**src/rtl/muldiv_sequencer_if.sv**
```systemverilog
// muldiv_sequencer_if
//   Bundles the EX-stage start request, the WB-stage mthi/mtlo write, the
//   ID-stage hazard requests and the HI/LO / busy / stall outputs of the
//   multiply/divide sequencer.
//   master : the pipeline side (drives start/mt/requests, reads results)
//   slave  : the sequencer side
//   Signals: startE, opE[1:0], srcaE, srcbE, cancelE, mthiW, mtloW, mtdataW,
//            mfreqD, mdreqD (to sequencer); busy, stallD, hi, lo (from it).
interface muldiv_sequencer_if #(
  parameter int WIDTH = 32
);
  logic             startE;
  logic [1:0]       opE;
  logic [WIDTH-1:0] srcaE;
  logic [WIDTH-1:0] srcbE;
  logic             cancelE;
  logic             mthiW;
  logic             mtloW;
  logic [WIDTH-1:0] mtdataW;
  logic             mfreqD;
  logic             mdreqD;
  logic             busy;
  logic             stallD;
  logic [WIDTH-1:0] hi;
  logic [WIDTH-1:0] lo;

  modport master (
    output startE, opE, srcaE, srcbE, cancelE, mthiW, mtloW, mtdataW,
           mfreqD, mdreqD,
    input  busy, stallD, hi, lo
  );

  modport slave (
    input  startE, opE, srcaE, srcbE, cancelE, mthiW, mtloW, mtdataW,
           mfreqD, mdreqD,
    output busy, stallD, hi, lo
  );
endinterface

```
**src/rtl/muldiv_sequencer.sv**
```systemverilog
// muldiv_sequencer
//   Iterative multiply/divide unit owning the HI/LO registers.
//   mult/multu: shift-add over WIDTH cycles, {hi,lo} = product.
//   div/divu  : restoring divide over WIDTH cycles, lo = quotient, hi = remainder.
//   Operands are converted to magnitudes at start; the sign is fixed up in FIX.
//   Ports: clk, reset (async, active-high), md (muldiv_sequencer_if.slave).
//   Optional feature: define MULDIV_FAST_MUL_EN to compute mult/multu with a
//   single registered WIDTHxWIDTH multiplier (busy for 2 cycles instead of
//   WIDTH+1). Divide timing is unaffected.
module muldiv_sequencer #(
  parameter int WIDTH = 32,
  parameter int CNT_W = 6
) (
  input logic               clk,
  input logic               reset,
  muldiv_sequencer_if.slave md
);

  typedef enum logic [1:0] {S_IDLE = 2'd0, S_RUN = 2'd1, S_FIX = 2'd2} state_e;

  state_e             state_q, state_d;
  logic [CNT_W-1:0]   cnt_q, cnt_d;
  logic [2*WIDTH-1:0] acc_q, acc_d;      // mul: {partial hi, multiplier}; div: {remainder, dividend/quotient}
  logic [WIDTH-1:0]   b_q, b_d;          // multiplicand / divisor magnitude
  logic [WIDTH-1:0]   rawa_q, rawa_d;    // unmodified dividend, returned on divide-by-zero
  logic [WIDTH-1:0]   hi_q, hi_d, lo_q, lo_d;
  logic               is_div_q, is_div_d;
  logic               neg_q, neg_d;      // negate product / quotient
  logic               rneg_q, rneg_d;    // negate remainder

  logic               busy, start_ok, is_signed, fast_pend;
  logic [WIDTH:0]     mul_sum, rem_sh;
  logic [WIDTH-1:0]   rem_diff, res_hi, res_lo;
  logic [2*WIDTH-1:0] prod_fix;

  function automatic logic [WIDTH-1:0] abs_w(input logic [WIDTH-1:0] v, input logic sgn);
    return (sgn && v[WIDTH-1]) ? -v : v;
  endfunction

  function automatic logic [WIDTH-1:0] neg_w(input logic [WIDTH-1:0] v, input logic en);
    return en ? -v : v;
  endfunction

  function automatic logic [2*WIDTH-1:0] neg_2w(input logic [2*WIDTH-1:0] v, input logic en);
    return en ? -v : v;
  endfunction

  assign start_ok  = (state_q == S_IDLE) && md.startE && !md.cancelE;
  assign is_signed = !md.opE[0];

`ifdef MULDIV_FAST_MUL_EN
  // A multiply entering FIX with cnt==0 came straight from IDLE and still
  // needs its product registered before the write-back cycle.
  assign fast_pend = (state_q == S_FIX) && !is_div_q && (cnt_q == '0);
`else
  assign fast_pend = 1'b0;
`endif

  // State register
  always_ff @(posedge clk or posedge reset) begin
    if (reset) state_q <= S_IDLE;
    else       state_q <= state_d;
  end

  // Next-state logic
  always_comb begin
    state_d = state_q;
    case (state_q)
      S_IDLE: begin
        if (start_ok) begin
`ifdef MULDIV_FAST_MUL_EN
          state_d = md.opE[1] ? S_RUN : S_FIX;
`else
          state_d = S_RUN;
`endif
        end
      end
      S_RUN:   if (cnt_q == CNT_W'(WIDTH - 1)) state_d = S_FIX;
      S_FIX:   state_d = fast_pend ? S_FIX : S_IDLE;
      default: state_d = S_IDLE;
    endcase
    // An mthi/mtlo while busy abandons the operation in flight.
    if (busy && (md.mthiW || md.mtloW)) state_d = S_IDLE;
  end

  // Outputs
  always_comb begin
    busy      = (state_q != S_IDLE);
    md.busy   = busy;
    md.stallD = busy && (md.mfreqD || md.mdreqD);
    md.hi     = hi_q;
    md.lo     = lo_q;
  end

  // Datapath
  always_comb begin
    cnt_d    = cnt_q;
    acc_d    = acc_q;
    b_d      = b_q;
    rawa_d   = rawa_q;
    hi_d     = hi_q;
    lo_d     = lo_q;
    is_div_d = is_div_q;
    neg_d    = neg_q;
    rneg_d   = rneg_q;

    // One shift-add step: add multiplicand when the multiplier LSB is set, shift right.
    mul_sum  = {1'b0, acc_q[2*WIDTH-1:WIDTH]} + (acc_q[0] ? {1'b0, b_q} : '0);
    // One restoring step: shift the next dividend bit into the remainder.
    rem_sh   = {acc_q[2*WIDTH-1:WIDTH], acc_q[WIDTH-1]};
    rem_diff = rem_sh[WIDTH-1:0] - b_q;

    prod_fix = neg_2w(acc_q, neg_q);
    if (is_div_q) begin
      if (b_q == '0) begin
        res_lo = '1;
        res_hi = rawa_q;
      end else begin
        res_lo = neg_w(acc_q[WIDTH-1:0], neg_q);
        res_hi = neg_w(acc_q[2*WIDTH-1:WIDTH], rneg_q);
      end
    end else begin
      res_hi = prod_fix[2*WIDTH-1:WIDTH];
      res_lo = prod_fix[WIDTH-1:0];
    end

    case (state_q)
      S_IDLE: begin
        if (start_ok) begin
          is_div_d = md.opE[1];
          neg_d    = is_signed && (md.srcaE[WIDTH-1] ^ md.srcbE[WIDTH-1]);
          rneg_d   = is_signed && md.srcaE[WIDTH-1];
          acc_d    = {{WIDTH{1'b0}}, abs_w(md.srcaE, is_signed)};
          b_d      = abs_w(md.srcbE, is_signed);
          rawa_d   = md.srcaE;
          cnt_d    = '0;
        end
      end
      S_RUN: begin
        if (is_div_q) begin
          if (rem_sh >= {1'b0, b_q}) acc_d = {rem_diff, acc_q[WIDTH-2:0], 1'b1};
          else                       acc_d = {rem_sh[WIDTH-1:0], acc_q[WIDTH-2:0], 1'b0};
        end else begin
          acc_d = {mul_sum, acc_q[WIDTH-1:1]};
        end
        cnt_d = cnt_q + 1'b1;
      end
      S_FIX: begin
        if (fast_pend) begin
`ifdef MULDIV_FAST_MUL_EN
          acc_d = {{WIDTH{1'b0}}, acc_q[WIDTH-1:0]} * {{WIDTH{1'b0}}, b_q};
`endif
          cnt_d = CNT_W'(1);
        end else begin
          hi_d = res_hi;
          lo_d = res_lo;
        end
      end
      default: ;
    endcase

    // mt writes take priority for the register they target.
    if (md.mthiW) hi_d = md.mtdataW;
    if (md.mtloW) lo_d = md.mtdataW;
  end

  always_ff @(posedge clk or posedge reset) begin
    if (reset) begin
      cnt_q    <= '0;
      acc_q    <= '0;
      b_q      <= '0;
      rawa_q   <= '0;
      hi_q     <= '0;
      lo_q     <= '0;
      is_div_q <= 1'b0;
      neg_q    <= 1'b0;
      rneg_q   <= 1'b0;
    end else begin
      cnt_q    <= cnt_d;
      acc_q    <= acc_d;
      b_q      <= b_d;
      rawa_q   <= rawa_d;
      hi_q     <= hi_d;
      lo_q     <= lo_d;
      is_div_q <= is_div_d;
      neg_q    <= neg_d;
      rneg_q   <= rneg_d;
    end
  end

endmodule
```
**src/flat_wrapper.sv**
```systemverilog
// flat-port wrapper written by rule: the top's interface ports become plain ports
module muldiv_sequencer_flat 
#(
  parameter int WIDTH = 32,
  parameter int CNT_W = 6
)
  (clk, reset, md_startE, md_opE, md_srcaE, md_srcbE, md_cancelE, md_mthiW, md_mtloW, md_mtdataW, md_mfreqD, md_mdreqD, md_busy, md_stallD, md_hi, md_lo);
  muldiv_sequencer_if #(.WIDTH(WIDTH)) md_i ();
  input logic clk;
  input logic reset;
  input wire logic [$bits(md_i.startE)-1:0] md_startE;
  input wire logic [$bits(md_i.opE)-1:0] md_opE;
  input wire logic [$bits(md_i.srcaE)-1:0] md_srcaE;
  input wire logic [$bits(md_i.srcbE)-1:0] md_srcbE;
  input wire logic [$bits(md_i.cancelE)-1:0] md_cancelE;
  input wire logic [$bits(md_i.mthiW)-1:0] md_mthiW;
  input wire logic [$bits(md_i.mtloW)-1:0] md_mtloW;
  input wire logic [$bits(md_i.mtdataW)-1:0] md_mtdataW;
  input wire logic [$bits(md_i.mfreqD)-1:0] md_mfreqD;
  input wire logic [$bits(md_i.mdreqD)-1:0] md_mdreqD;
  output wire logic [$bits(md_i.busy)-1:0] md_busy;
  output wire logic [$bits(md_i.stallD)-1:0] md_stallD;
  output wire logic [$bits(md_i.hi)-1:0] md_hi;
  output wire logic [$bits(md_i.lo)-1:0] md_lo;
  assign md_i.startE = md_startE;
  assign md_i.opE = md_opE;
  assign md_i.srcaE = md_srcaE;
  assign md_i.srcbE = md_srcbE;
  assign md_i.cancelE = md_cancelE;
  assign md_i.mthiW = md_mthiW;
  assign md_i.mtloW = md_mtloW;
  assign md_i.mtdataW = md_mtdataW;
  assign md_i.mfreqD = md_mfreqD;
  assign md_i.mdreqD = md_mdreqD;
  assign md_busy = md_i.busy;
  assign md_stallD = md_i.stallD;
  assign md_hi = md_i.hi;
  assign md_lo = md_i.lo;
  muldiv_sequencer #(.WIDTH(WIDTH), .CNT_W(CNT_W)) u_core (.clk(clk), .reset(reset), .md(md_i));
endmodule
```
**config.mk**
```make
export PLATFORM = sky130hd
export DESIGN_NAME = muldiv_sequencer_flat
export DESIGN_NICKNAME = d
export VERILOG_FILES = /design/src/rtl/muldiv_sequencer_if.sv /design/src/rtl/muldiv_sequencer.sv /design/src/flat_wrapper.sv
export SDC_FILE = /design/constraint.sdc
export NUM_CORES = 1
export LEC_CHECK = 0
export BUFFER_PORTS_ARGS = -buffer_cell sky130_fd_sc_hd__buf_4
export CORE_ASPECT_RATIO = 1.25
export CORE_UTILIZATION = 55
export CTS_CLUSTER_SIZE = 14
export DETAILED_ROUTE_END_ITERATION = 8
export PLACE_DENSITY = 0.82
export SETUP_SLACK_MARGIN = 0.05
export SYNTH_ARGS = -nofsm -noshare
export SYNTH_HDL_FRONTEND = slang
export SYNTH_SLANG_ARGS = --single-unit
```
**constraint.sdc**
```tcl
create_clock -name clk -period 6.69 [get_ports clk]
set_clock_uncertainty 0.05 [all_clocks]
set_input_delay 0 -clock clk [delete_from_list [all_inputs] [get_ports clk]]
set_output_delay 0 -clock clk [all_outputs]
set_load 0.01 [all_outputs]
```
Yosys cells after proc, flatten, opt, wreduce, memory -nomap -nowiden

Index checks and enable logic that the tools add are counted.

RAM bits: 0
Memories: 0
Bits in latches: 0
Register bits after elaboration: 203
Bits of input ports: 106
ROM bits: 0

Magnitude comparators: 1
Divide/modulo/power cells: 0
Bitwise logic cells: 1
Multiplexer cells: 24
$mul: 0
Shift-type cells: 0
Eq/ne operators: 6
Reduce and logical (&&, ||, !) cells: 20
Add/subtract/negate cells: 8

Operators by type and width:

| operator            | count |
|---|---|
| $mux 32             | 13 |
| $mux 64             | 4 |
| $neg 32->32         | 4 |
| $pmux 64 s2         | 1 |
| $neg 64->64         | 1 |
| $add 32x33->33      | 1 |
| $ge 33x32->1        | 1 |
| $logic_not 32->1    | 1 |
| $sub 32x32->32      | 1 |
| $pmux 6 s2          | 1 |
| $reduce_bool 2->1   | 4 |
| $logic_and 1x1->1   | 7 |
| $add 6x1->6 const B | 1 |
| $eq 6x5->1 const B  | 1 |
| $mux 2              | 3 |
| $mux 6              | 1 |
| $reduce_and 2->1    | 3 |
| $pmux 2 s2          | 1 |
| $ne 3x1->1 const B  | 1 |
| $ne 3x2->1 const B  | 1 |
| $eq 2x1->1 const B  | 1 |
| $eq 2x2->1 const B  | 1 |
| $logic_not 1->1     | 2 |
| $logic_not 2->1     | 1 |
| 3 further kinds     | 4 |

Longest topological paths before layout

Word-level depth: 6
Depth in mapped cells: 15

Worst setup path before layout

OpenSTA, ideal clock, no wires.

Kind: register to register
From: register u_core.acc_q[0]
To: register u_core.hi_q[0], in the netlist u_core.md.hi[0]
Buffers on the path: 3
Cell stages (with the launch flop): 15
Library setup time: 0.125 ns
Arrival: 3.217 ns
Slack: 3.298 ns
Cell sequence: dfrtp_1 clkbuf_1 inv_1 clkbuf_1 ha_1 or3b_2 nor4_2 nand2_1 or3_1 buf_2 a21oi_1 a21oi_1 o221ai_1 o21ai_0 mux2_2

Word-level cells in the longest chain between the ends: 5

Ends and longest elaborated chain:

| what                   | RTL line                | RTL |
|---|---|---|
| start, declared        | muldiv_sequencer.sv:23  | `logic [2*WIDTH-1:0] acc_q, acc_d;` |
| start signal, assigned | muldiv_sequencer.sv:170 | `acc_q <= '0;` |
| start signal, assigned | muldiv_sequencer.sv:180 | `acc_q <= acc_d;` |
| $neg 64->64            | muldiv_sequencer.sv:45  | `return en ? -v : v;` |
| $mux 64                | muldiv_sequencer.sv:45  |  |
| $mux 32                | muldiv_sequencer.sv:114 | `if (is_div_q) begin` |
| $mux 32                | muldiv_sequencer.sv:127 | `case (state_q)` |
| $mux 32                | muldiv_sequencer.sv:163 | `if (md.mthiW) hi_d = md.mtdataW;` |
| end signal, assigned   | muldiv_sequencer.sv:183 | `hi_q <= hi_d;` |
| end, declared          | muldiv_sequencer.sv:26  | `logic [WIDTH-1:0] hi_q, hi_d, lo_q, lo_d;` |

No other way between the ends. The select of a mux whose other input is x is not followed.
A chain may end at the register's enable or synchronous reset.

Final worst setup path

From: register u_core.acc_q[0]
To: register u_core.hi_q[4], in the netlist u_core.md.hi[4]

Same word-level chain as after synthesis.

==> impl_metrics.toml <==
[run_status]
status = "complete, no violations"

[timing]
hold_viol_final = 0
slew_violations = 0
tns_ns = 0
layout_setup_ws_ns = 1.64
setup_viol = 0
period_minus_slack_ns = 5.05
max_slew_margin = 0.136
fin_crit_sh = 0.755
worst_pin_slew_ns = 1.29
rsz0062_at_grt = "false"
fmax_mhz = 198

[floorplanning]
die_y_microns = 196
rows = 70
die_w_microns = 157
io_pins = 172
die-area_sq_mm = 0.0309
initial_utilization = 0.563
coreArea_sq_mm = 0.0295

[setup_path]
crit_cells = 11
cpMaxStageDelayCell = "inv_1"
crit_type = "reg2reg"
path_delay_family = "simple AND/OR/NAND/NOR gates"
crit_path_cell_trace = "inv_1, ha_1, or3b_2, nor4_2, nand2_1, or3_1, o41ai_1, xor2_1, nand2_1, o211ai_1, nand2_1"
cp-end-kind = "register"
cp_num_buf_inv = 1
cp-start-kind = "register"
crit_path_frequent_cell = "nand2_1"
cp_slowest_stage_delay_ns = 0.88
rr_worst_depth = 11
r2r_setup_slack_ns = 1.64
cp_max_fo = 31
worstReg2RegStart = "u_core.acc_q[0]"
critPathRequiredTime_ns = 7.04
cp.arrival_ns = 5.40
r2r_end = "u_core.md.hi[4]"

[cts]
cts_setup_buffers = 0
cts_tree = "yes"
h-tree-depth = 1
clock_latency_ns = 0.57
cts_root_buf = "clkbuf_16"
numCtsBuffers = 24
clkTransAtPathRegs_ns = 0.07
clock_path_buffers = 3
cts.sinks = 203

[place]
gp_congestion = 1.04
pre_cts_slack_ns = 1.85
dp.cells = 2551
place.detailed.hpwl_microns = 46000
portBuffers = 171

[yosys]
yosys_warnings = 0
syn_area_per_cell_sq_um = 7.84
syn_inst = 2120
ys_seq_area_frac = 0.306
synth_ff_type = "dfrtp_1"
synth_edf_count = 0
syn_area_sq_mm = 0.0166
ys_seq_elements = 203
synth_nets = 2297
ys_types = 78
async_reset_ff_frac = 1.00

[power_and_ir_drop]
ir_drop_mv = 0.274
power.leakage_nw = 8.78
powerDensity_mw_per_mm2 = 374

[grt]
antenna_found_initial = 5
overflow = 0
grt_pass1_wl_microns = 102000
grt_start_max_net_pins = 138
grt_usage = 0.437
grt_pass1_vias = 17607

[routing]
ant_nets = 0
firstDrtPassIters = 6
drc = 0
dr_total_vias = 18093
wirelength_microns = 66600
drt_iter0_drc = 1969
vias_per_cell = 6.63
post_drt_wl_per_cell_microns = 24.4

[job]
maxCapViolations = 0

[final_layout]
layout_common_cells = "nand2_1 (307), o21ai_0 (221), dfrtp_1 (202)"
synthToLayoutAreaGrowth_pct = 21.0
layout_commonest_cell = "nand2_1"
final_nets = 2486
nFillCells = 2313
final_core_util = 0.681
final_cell_count_no_fill = 2727
drive_gt1_frac = 0.117

[worst_hold_path]
hold_class = "in2async"
## cell families after synthesis
logic type,synth area share
XOR/XNOR,0.102
AND/OR/NAND/NOR,0.200
multiplexers,0.0393
flip-flops,0.306
adder cells (fa/ha/maj),0.0544
AO/OA/AOI/OAI,0.249
buffers and inverters,0.0495
## cell usage after synthesis, types with 22 or more instances
master,instances,share of area
nand2_1,307,0.069
o21ai_0,221,0.067
dfrtp_1,203,0.31
a21oi_1,151,0.045
nor2_1,142,0.032
clkbuf_1,129,0.029
xnor2_1,101,0.053
xor2_1,93,0.049
ha_1,69,0.052
mux2i_1,63,0.038
inv_1,62,0.014
o211ai_1,44,0.020
nand3_1,42,0.013
nor3_1,41,0.012
a21o_1,31,0.014
o31ai_1,29,0.013
o22ai_1,26,0.0098
a31oi_1,24,0.0090
or3_1,22,0.0083
## per-stage QoR
step | area (sq um) | hold slack (ns) | power (mW)
2_1_floorplan | 16600 | 0.0391 | 4.65
3_3_place_gp | 18000 | 0.161 | 5.83
3_5_place_dp | 18000 | 0.167 | 5.85
4_1_cts | 20100 | 0.134 | 7.35
5_1_grt | 20100 | 0.153 | 7.90
6_report | 20100 | 0.130 | 7.52
## state kept, by name, indices dropped and copies added, names as in the netlist
name             cells
u_core.md.lo        32
u_core.state_q       2
u_core.acc_q        64
u_core.rneg_q        1
u_core.rawa_q       32
u_core.cnt_q         6
u_core.neg_q         1
u_core.md.hi        32
u_core.b_q          32
u_core.is_div_q      1
## final cells by class
class,count,area (sq um),share of cell area
well taps,396,495,0.0246
diodes,4,10.0,0.000498
clock buffers,35,712,0.0354
flip-flops and latches,203,5080,0.253
clock inverters,9,150,0.00747
repair buffers,315,2680,0.133
inverters,62,240,0.0119
multi-input cells,1703,10700,0.534
## worst min-delay path: cells and delay by family
kind                   cells  cell delay (ns)
buffers and inverters      3             1.31
## report_power, final
group	internal, mW	total (mW)	switching [mW]
clock	0.858	1.43	0.570
sequential	1.48	2.01	0.535
combinational	1.62	4.08	2.46
## layer usage
layer  routed length, microns  GRT usage  vias up
met1                    23700      0.492     8607
met5                       30          0        -
met2                    30800      0.704     1129
met4                     6630      0.366        4
li1                         -          -     8011
met3                     5470     0.0950      342
## timing repair
| action | CTS | global route |
|---|---|---|
| hold buffers | 127 | 0 |
| endpoints found under the hold margin | 298 | 0 |
| resized for setup | 0 | 0 |
## worst max path at each step
stage / startpoint / end / slack [ns]
final: u_core.acc_q[0] / u_core.md.hi[4] / 1.64
after global routing: u_core.acc_q[0] / u_core.md.hi[4] / 1.47
after CTS: u_core.acc_q[0] / u_core.md.hi[4] / 1.81
after detailed placement: u_core.acc_q[0] / u_core.md.hi[4] / 1.85
after global placement: u_core.acc_q[0] / u_core.md.hi[4] / 1.77
after floorplan: reset / u_core.acc_q[0] / 1.10
No activity file was read; power rests on OpenSTA's default activity.
